==> src/rtl/clk_phase_monitor.sv <==
// ---------------------------------------------------------------------------
// clk_phase_monitor
//
// This block sits at the receiving end of the divided-clock interface. It
// samples dmem_clk, reg_clk and pro_clk on the fast master clock clk and
// checks that they follow the expected phase sequence. Once the sequence has
// been stable for long enough, it declares lock. While locked, it emits
// single-cycle edge strobes in the clk domain. Downstream logic can then run
// on clock enables instead of on derived clocks.
//
// Phase errors seen while locked are counted. A sticky fault is raised when
// the count reaches FAULT_LIMIT.
//
// Valid/ready: there is no handshake here. Every clk edge takes one sample
// unconditionally. The outputs are registered and follow the inputs with a
// latency of two edges: a sample pair taken at edges k-1 and k is resolved
// at edge k+1.
//
// Ports:
//   clk        in   master clock (the same clock that drives the divider)
//   rst        in   asynchronous, active-high reset
//   dmem_clk   in   divided clock, period 2 clk
//   reg_clk    in   divided clock, period 4 clk, must equal pro_clk
//   pro_clk    in   divided clock, period 4 clk
//   clr_err    in   single-cycle pulse: clears err_cnt and leaves FAULT
//   locked     out  high while in LOCKED
//   fault      out  sticky fault flag
//   phase      out  {pro,dmem} of the checked sample while locked, else 0
//   pro_rise   out  strobe: pro_clk rose
//   pro_fall   out  strobe: pro_clk fell
//   dmem_rise  out  strobe: dmem_clk rose
//   err_cnt    out  saturating phase-error count
// ---------------------------------------------------------------------------
module clk_phase_monitor #(
    parameter int LOCK_CNT    = 8,
    parameter int ERR_W       = 8,
    parameter int FAULT_LIMIT = 4
) (
    input  logic             clk,
    input  logic             rst,
    input  logic             dmem_clk,
    input  logic             reg_clk,
    input  logic             pro_clk,
    input  logic             clr_err,
    output logic             locked,
    output logic             fault,
    output logic [1:0]       phase,
    output logic             pro_rise,
    output logic             pro_fall,
    output logic             dmem_rise,
    output logic [ERR_W-1:0] err_cnt
);

    localparam logic [1:0] S_SEARCH = 2'd0;
    localparam logic [1:0] S_TRACK  = 2'd1;
    localparam logic [1:0] S_LOCKED = 2'd2;
    localparam logic [1:0] S_FAULT  = 2'd3;

    localparam logic [7:0]       LOCK_V  = LOCK_CNT[7:0];
    localparam logic [ERR_W-1:0] FLIM_V  = FAULT_LIMIT[ERR_W-1:0];
    localparam logic [ERR_W-1:0] ERR_MAX = {ERR_W{1'b1}};

    logic [1:0]       state;
    logic [1:0]       smp;
    logic [1:0]       prv;
    logic             rsmp;
    logic             smp_v;
    logic             prv_v;
    logic [7:0]       run;

    logic [1:0]       smp_exp;
    logic             good;
    logic [7:0]       run_inc;
    logic [ERR_W-1:0] err_inc;
    logic             err_trip;

    // The legal sequence counts 00,01,10,11 in {pro,dmem}. reg_clk must
    // track pro_clk exactly.
    always_comb begin
        smp_exp  = prv + 2'd1;
        good     = prv_v && (smp == smp_exp) && (rsmp == smp[1]);
        run_inc  = run + 8'd1;
        err_inc  = (err_cnt == ERR_MAX) ? err_cnt : err_cnt + 1'b1;
        err_trip = (err_inc >= FLIM_V);
    end

    always_ff @(posedge clk or posedge rst) begin
        if (rst) begin
            state     <= S_SEARCH;
            smp       <= 2'b00;
            prv       <= 2'b00;
            rsmp      <= 1'b0;
            smp_v     <= 1'b0;
            prv_v     <= 1'b0;
            run       <= 8'd0;
            locked    <= 1'b0;
            fault     <= 1'b0;
            phase     <= 2'b00;
            pro_rise  <= 1'b0;
            pro_fall  <= 1'b0;
            dmem_rise <= 1'b0;
            err_cnt   <= '0;
        end else begin
            smp   <= {pro_clk, dmem_clk};
            rsmp  <= reg_clk;
            smp_v <= 1'b1;
            prv   <= smp;
            prv_v <= smp_v;

            pro_rise  <= 1'b0;
            pro_fall  <= 1'b0;
            dmem_rise <= 1'b0;

            // In SEARCH, TRACK and LOCKED a clear affects only the counter.
            // In LOCKED, the error branch below gives the clear priority
            // over the increment.
            if (clr_err) begin
                err_cnt <= '0;
            end

            case (state)
                S_SEARCH: begin
                    // A mismatch here is not an error. An all-zero stream
                    // while the divider is still held in reset must not
                    // count.
                    if (good) begin
                        run <= 8'd1;
                        if (LOCK_V == 8'd1) begin
                            state  <= S_LOCKED;
                            locked <= 1'b1;
                        end else begin
                            state <= S_TRACK;
                        end
                    end
                end
                S_TRACK: begin
                    if (prv_v) begin
                        if (good) begin
                            run <= run_inc;
                            if (run_inc == LOCK_V) begin
                                state  <= S_LOCKED;
                                locked <= 1'b1;
                            end
                        end else begin
                            state <= S_SEARCH;
                            run   <= 8'd0;
                        end
                    end
                end
                S_LOCKED: begin
                    if (good) begin
                        phase     <= smp;
                        pro_rise  <= (smp == 2'b10);
                        pro_fall  <= (smp == 2'b00);
                        dmem_rise <= smp[0];
                    end else begin
                        locked <= 1'b0;
                        run    <= 8'd0;
                        phase  <= 2'b00;
                        if (clr_err) begin
                            state <= S_SEARCH;
                        end else begin
                            err_cnt <= err_inc;
                            if (err_trip) begin
                                state <= S_FAULT;
                                fault <= 1'b1;
                            end else begin
                                state <= S_SEARCH;
                            end
                        end
                    end
                end
                default: begin
                    // S_FAULT: the input sequence is ignored. Only a clear
                    // leaves this state.
                    if (clr_err) begin
                        state <= S_SEARCH;
                        fault <= 1'b0;
                    end
                end
            endcase
        end
    end

endmodule

==> config.mk <==
export PLATFORM = sky130hd
export DESIGN_NAME = clk_phase_monitor
export DESIGN_NICKNAME = d
export VERILOG_FILES = /design/src/rtl/clk_phase_monitor.sv
export SDC_FILE = /design/constraint.sdc
export NUM_CORES = 1
export LEC_CHECK = 0
export CAP_MARGIN = 40
export CORE_MARGIN = 3
export CORE_UTILIZATION = 55
export DETAILED_ROUTE_END_ITERATION = 6
export PLACE_DENSITY = 0.79
export SLEW_MARGIN = 30
export SYNTH_ARGS = -nofsm -noshare
export SYNTH_HDL_FRONTEND = slang
export SYNTH_SLANG_ARGS = --single-unit
==> constraint.sdc <==
create_clock -name clk -period 3.5 [get_ports clk]
set_input_delay 0.525 -clock clk [delete_from_list [all_inputs] [get_ports clk]]
set_output_delay 0.525 -clock clk [all_outputs]
set_load 0.02 [all_outputs]
==> results by group <==
Status
  • Status: completed

Final layout
  • Final instance area: 1960 um2
  • Final std cells w/o fill: about 220
  • Ratio of cells with drive above 1 in the final layout: 8.33%
  • Synthesis-to-finish area growth: 18.8%
  • ANT cells: 0
  • Final net count: 203
  • Utilization after layout: between 60 and 70%

CTS
  • Clock Pin Slew Worst Setup and Hold Paths: about 100 ps
  • Root Driver: clkbuf_4
  • CTS max path bufs: 2
  • Post-CTS Hold Fix Bufs: 0
  • Post-CTS sizing: 0
  • CTS buffer count: 5
  • Worst-skew pair later-pin latency: about 340 ps
  • Clock tree sinks: 32
  • CTS tree: yes
  • Number of setup buffers added after CTS: 0
  • Htree depth: 2

Synthesis
  • Most frequent cells after synthesis: dfrtp_1 (32), nand2_1 (16), inv_1 (13), nor2_1 (12)
  • FFs w/ async S/R, synth: 100%
  • Post-Syn Area: roughly 1700 um2
  • Area contributors post-synth: dfrtp_1 (48%), ha_1 (4.5%), nand2_1 (3.6%)
  • Mapped Nets: 178
  • Most numerous cell in the Yosys netlist: dfrtp_1
  • Avg Cell Area, Syn: about 10 um2
  • Gate Count Post-Synth: 166
  • Register area share after synthesis: between 40% and 50%
  • Synth top area share: about half
  • Library cells used by synthesis: 45
  • Cell accounting for the most synthesized area: dfrtp_1
  • Yosys warns: 0
  • Synthesized flop and latch total: 32
  • EDFF count, synth: 0
  • Top_reg_cell synth: dfrtp_1

STA
  • Period utilization: about three quarters
  • Final number of hold-violating endpoints: 0
  • Setup ws final: 891 ps
  • Setup Viol. Count Final: 0
  • Final hold slack: approximately 380 ps
  • Max transition margin: around 44%
  • Setup_tns: 0 ps
  • Fin crit period: 2610 ps
  • Pins Over Slew Limit: 0
  • RSZ-0062 raised after global routing: no
  • Fmax: roughly 380 MHz
  • Worst slew pin tran: between 800 and 900 ps
  • Clk_skew: between 9 and 10 ps

Placed design
  • Placed Area: around 1900 um2
  • Hpwl dp: about 2.6 mm
  • Cells after DPL: around 220
  • Port bufs: 20
  • Post-Place Setup Slack: roughly 970 ps
  • Final GP Congestion: just under 0.9

Worst setup path
  • Max FO, Critical Path: 12
  • Crit path required time: between 3000 and 4000 ps
  • CP Class: register to register
  • Cell mode on critical path: o211ai_1
  • CP max-delay cell: or4_1
  • Worst Path Arrival: 2860 ps
  • CP endpoint kind: register
  • CP max stage delay: between 600 and 700 ps
  • Startpoint Class: register
  • Worst path cell trace: or3b_4 -> a2111oi_4 -> o211ai_1 -> or4_1 -> o211ai_1

Hold path
  • HP Class: register to register

GRT
  • Global-route usage over all layers: between 20% and 30%
  • First-pass GRT wire length: between 6 and 7 mm
  • Initial antenna violation count: 0
  • Gr ovfl total: 0
  • Vias in the first global route: roughly 1300
  • Pin count of the biggest net entering global routing: 33

Die
  • Die X: just over 60 um
  • Boundary Pins: 21
  • Die footprint: ~3700 um2
  • Rows: 19
  • CORE AREA: between 2000 and 3000 um2
  • Die height: 60.8 um
  • Starting Density: between 50% and 60%

Routing
  • Initial drt markers: between 70 and 80
  • Via Count: between 1000 and 1500
  • Post-Route WL: between 3 and 4 mm
  • DRT antenna net count: 0
  • DR pass1 iterations: 4
  • Wire per inst: ~16 um
  • Drt drc: 0
  • Via/cell ratio: 5.98

Power
  • Max VDD drop: 0.000246 V
  • Total Power: ~0.86 mW
  • PwrDens: 438 nW/um2
  • Leak: ~0.85 nW

Job
  • Max-Cap Viols: 0
-- critical path: cells and delay by family (launching register included) --
family           cells  cell delay, ps
AO/OA/AOI/OAI        3            1040
flip-flops           1             450
AND/OR/NAND/NOR      2            1030
-- kinds of logic after synthesis --
kind of cell             count (synthesis)  share of synthesized area [%]
AO/OA/AOI/OAI                           39                           18.7
XOR/XNOR                                 3                           1.59
adder cells (fa/ha/maj)                  6                           4.54
buffers and inverters                   17                           3.94
flip-flops                              32                           48.4
multiplexers                             4                           2.50
other                                    1                          0.227
AND/OR/NAND/NOR                         64                           20.1
-- path summary, 6_finish.rpt --
kind,slack [ps],start,endpoint,depth (start not counted)
max in group asynchronous,2650,rst,err_cnt[6],3
hold reg to reg,380,smp_v,prv_v,0
setup reg to reg,890,smp[0],run[6],5
hold / removal,380,smp_v,prv_v,0
min in group asynchronous,560,rst,prv[0],3
setup / recovery,890,smp[0],run[6],5
-- area by class of cell --
| class | instances | area (um2) |
|---|---|---|
| Multi-Input combinational cell | 117 | 787 |
| Inverter | 13 | 48.8 |
| Clock buffer | 6 | 41.3 |
| Sequential cell | 32 | 801 |
| Clock inverter | 2 | 35.0 |
| Tap cell | 31 | 38.8 |
| Timing Repair Buffer | 22 | 211 |
| Fill cell | 233 | 842 |
-- metal layers --
metal / vias to the layer above / track usage [%] / routed length, um
met5: - / 0 / 0
met3: 4 / 6.38 / 119
met1: 642 / 28.1 / 1540
met2: 31 / 38.9 / 1890
met4: 0 / 8.98 / 51
li1: 657 / - / -
-- flip-flops by register name, summed over array words and instances (netlist names) --
| register | cells |
|---|---|
| dmem_rise | 1 |
| err_cnt | 8 |
| fault | 1 |
| locked | 1 |
| phase | 2 |
| pro_fall | 1 |
| pro_rise | 1 |
| prv | 2 |
| prv_v | 1 |
| rsmp | 1 |
| run | 8 |
| smp | 2 |
| smp_v | 1 |
| state | 2 |
-- power breakdown --
part           switching (mW)  internal (mW)  total, mW  leakage, nW
sequential             0.0194          0.388      0.407        0.427
combinational           0.105         0.0715      0.176        0.379
clock                   0.126          0.150      0.276       0.0422
-- cells in the final DEF, fill, tap and decap left out, drive strengths merged, types with 2 or more instances in the layout --
cell type	n
nor2b	2
a21oi	7
buf	2
nor2	12
and3	2
o211ai	5
ha	6
nor3	6
nand2	16
or3b	2
nand3	8
or2	2
clkbuf	6
nand4	5
or4	4
clkdlybuf4s50	20
o41ai	4
dfrtp	32
xor2	2
o2111ai	2
nand3b	2
inv	13
mux2i	3
o21ai	8
Note: power is estimated with default switching activity, not from simulation.
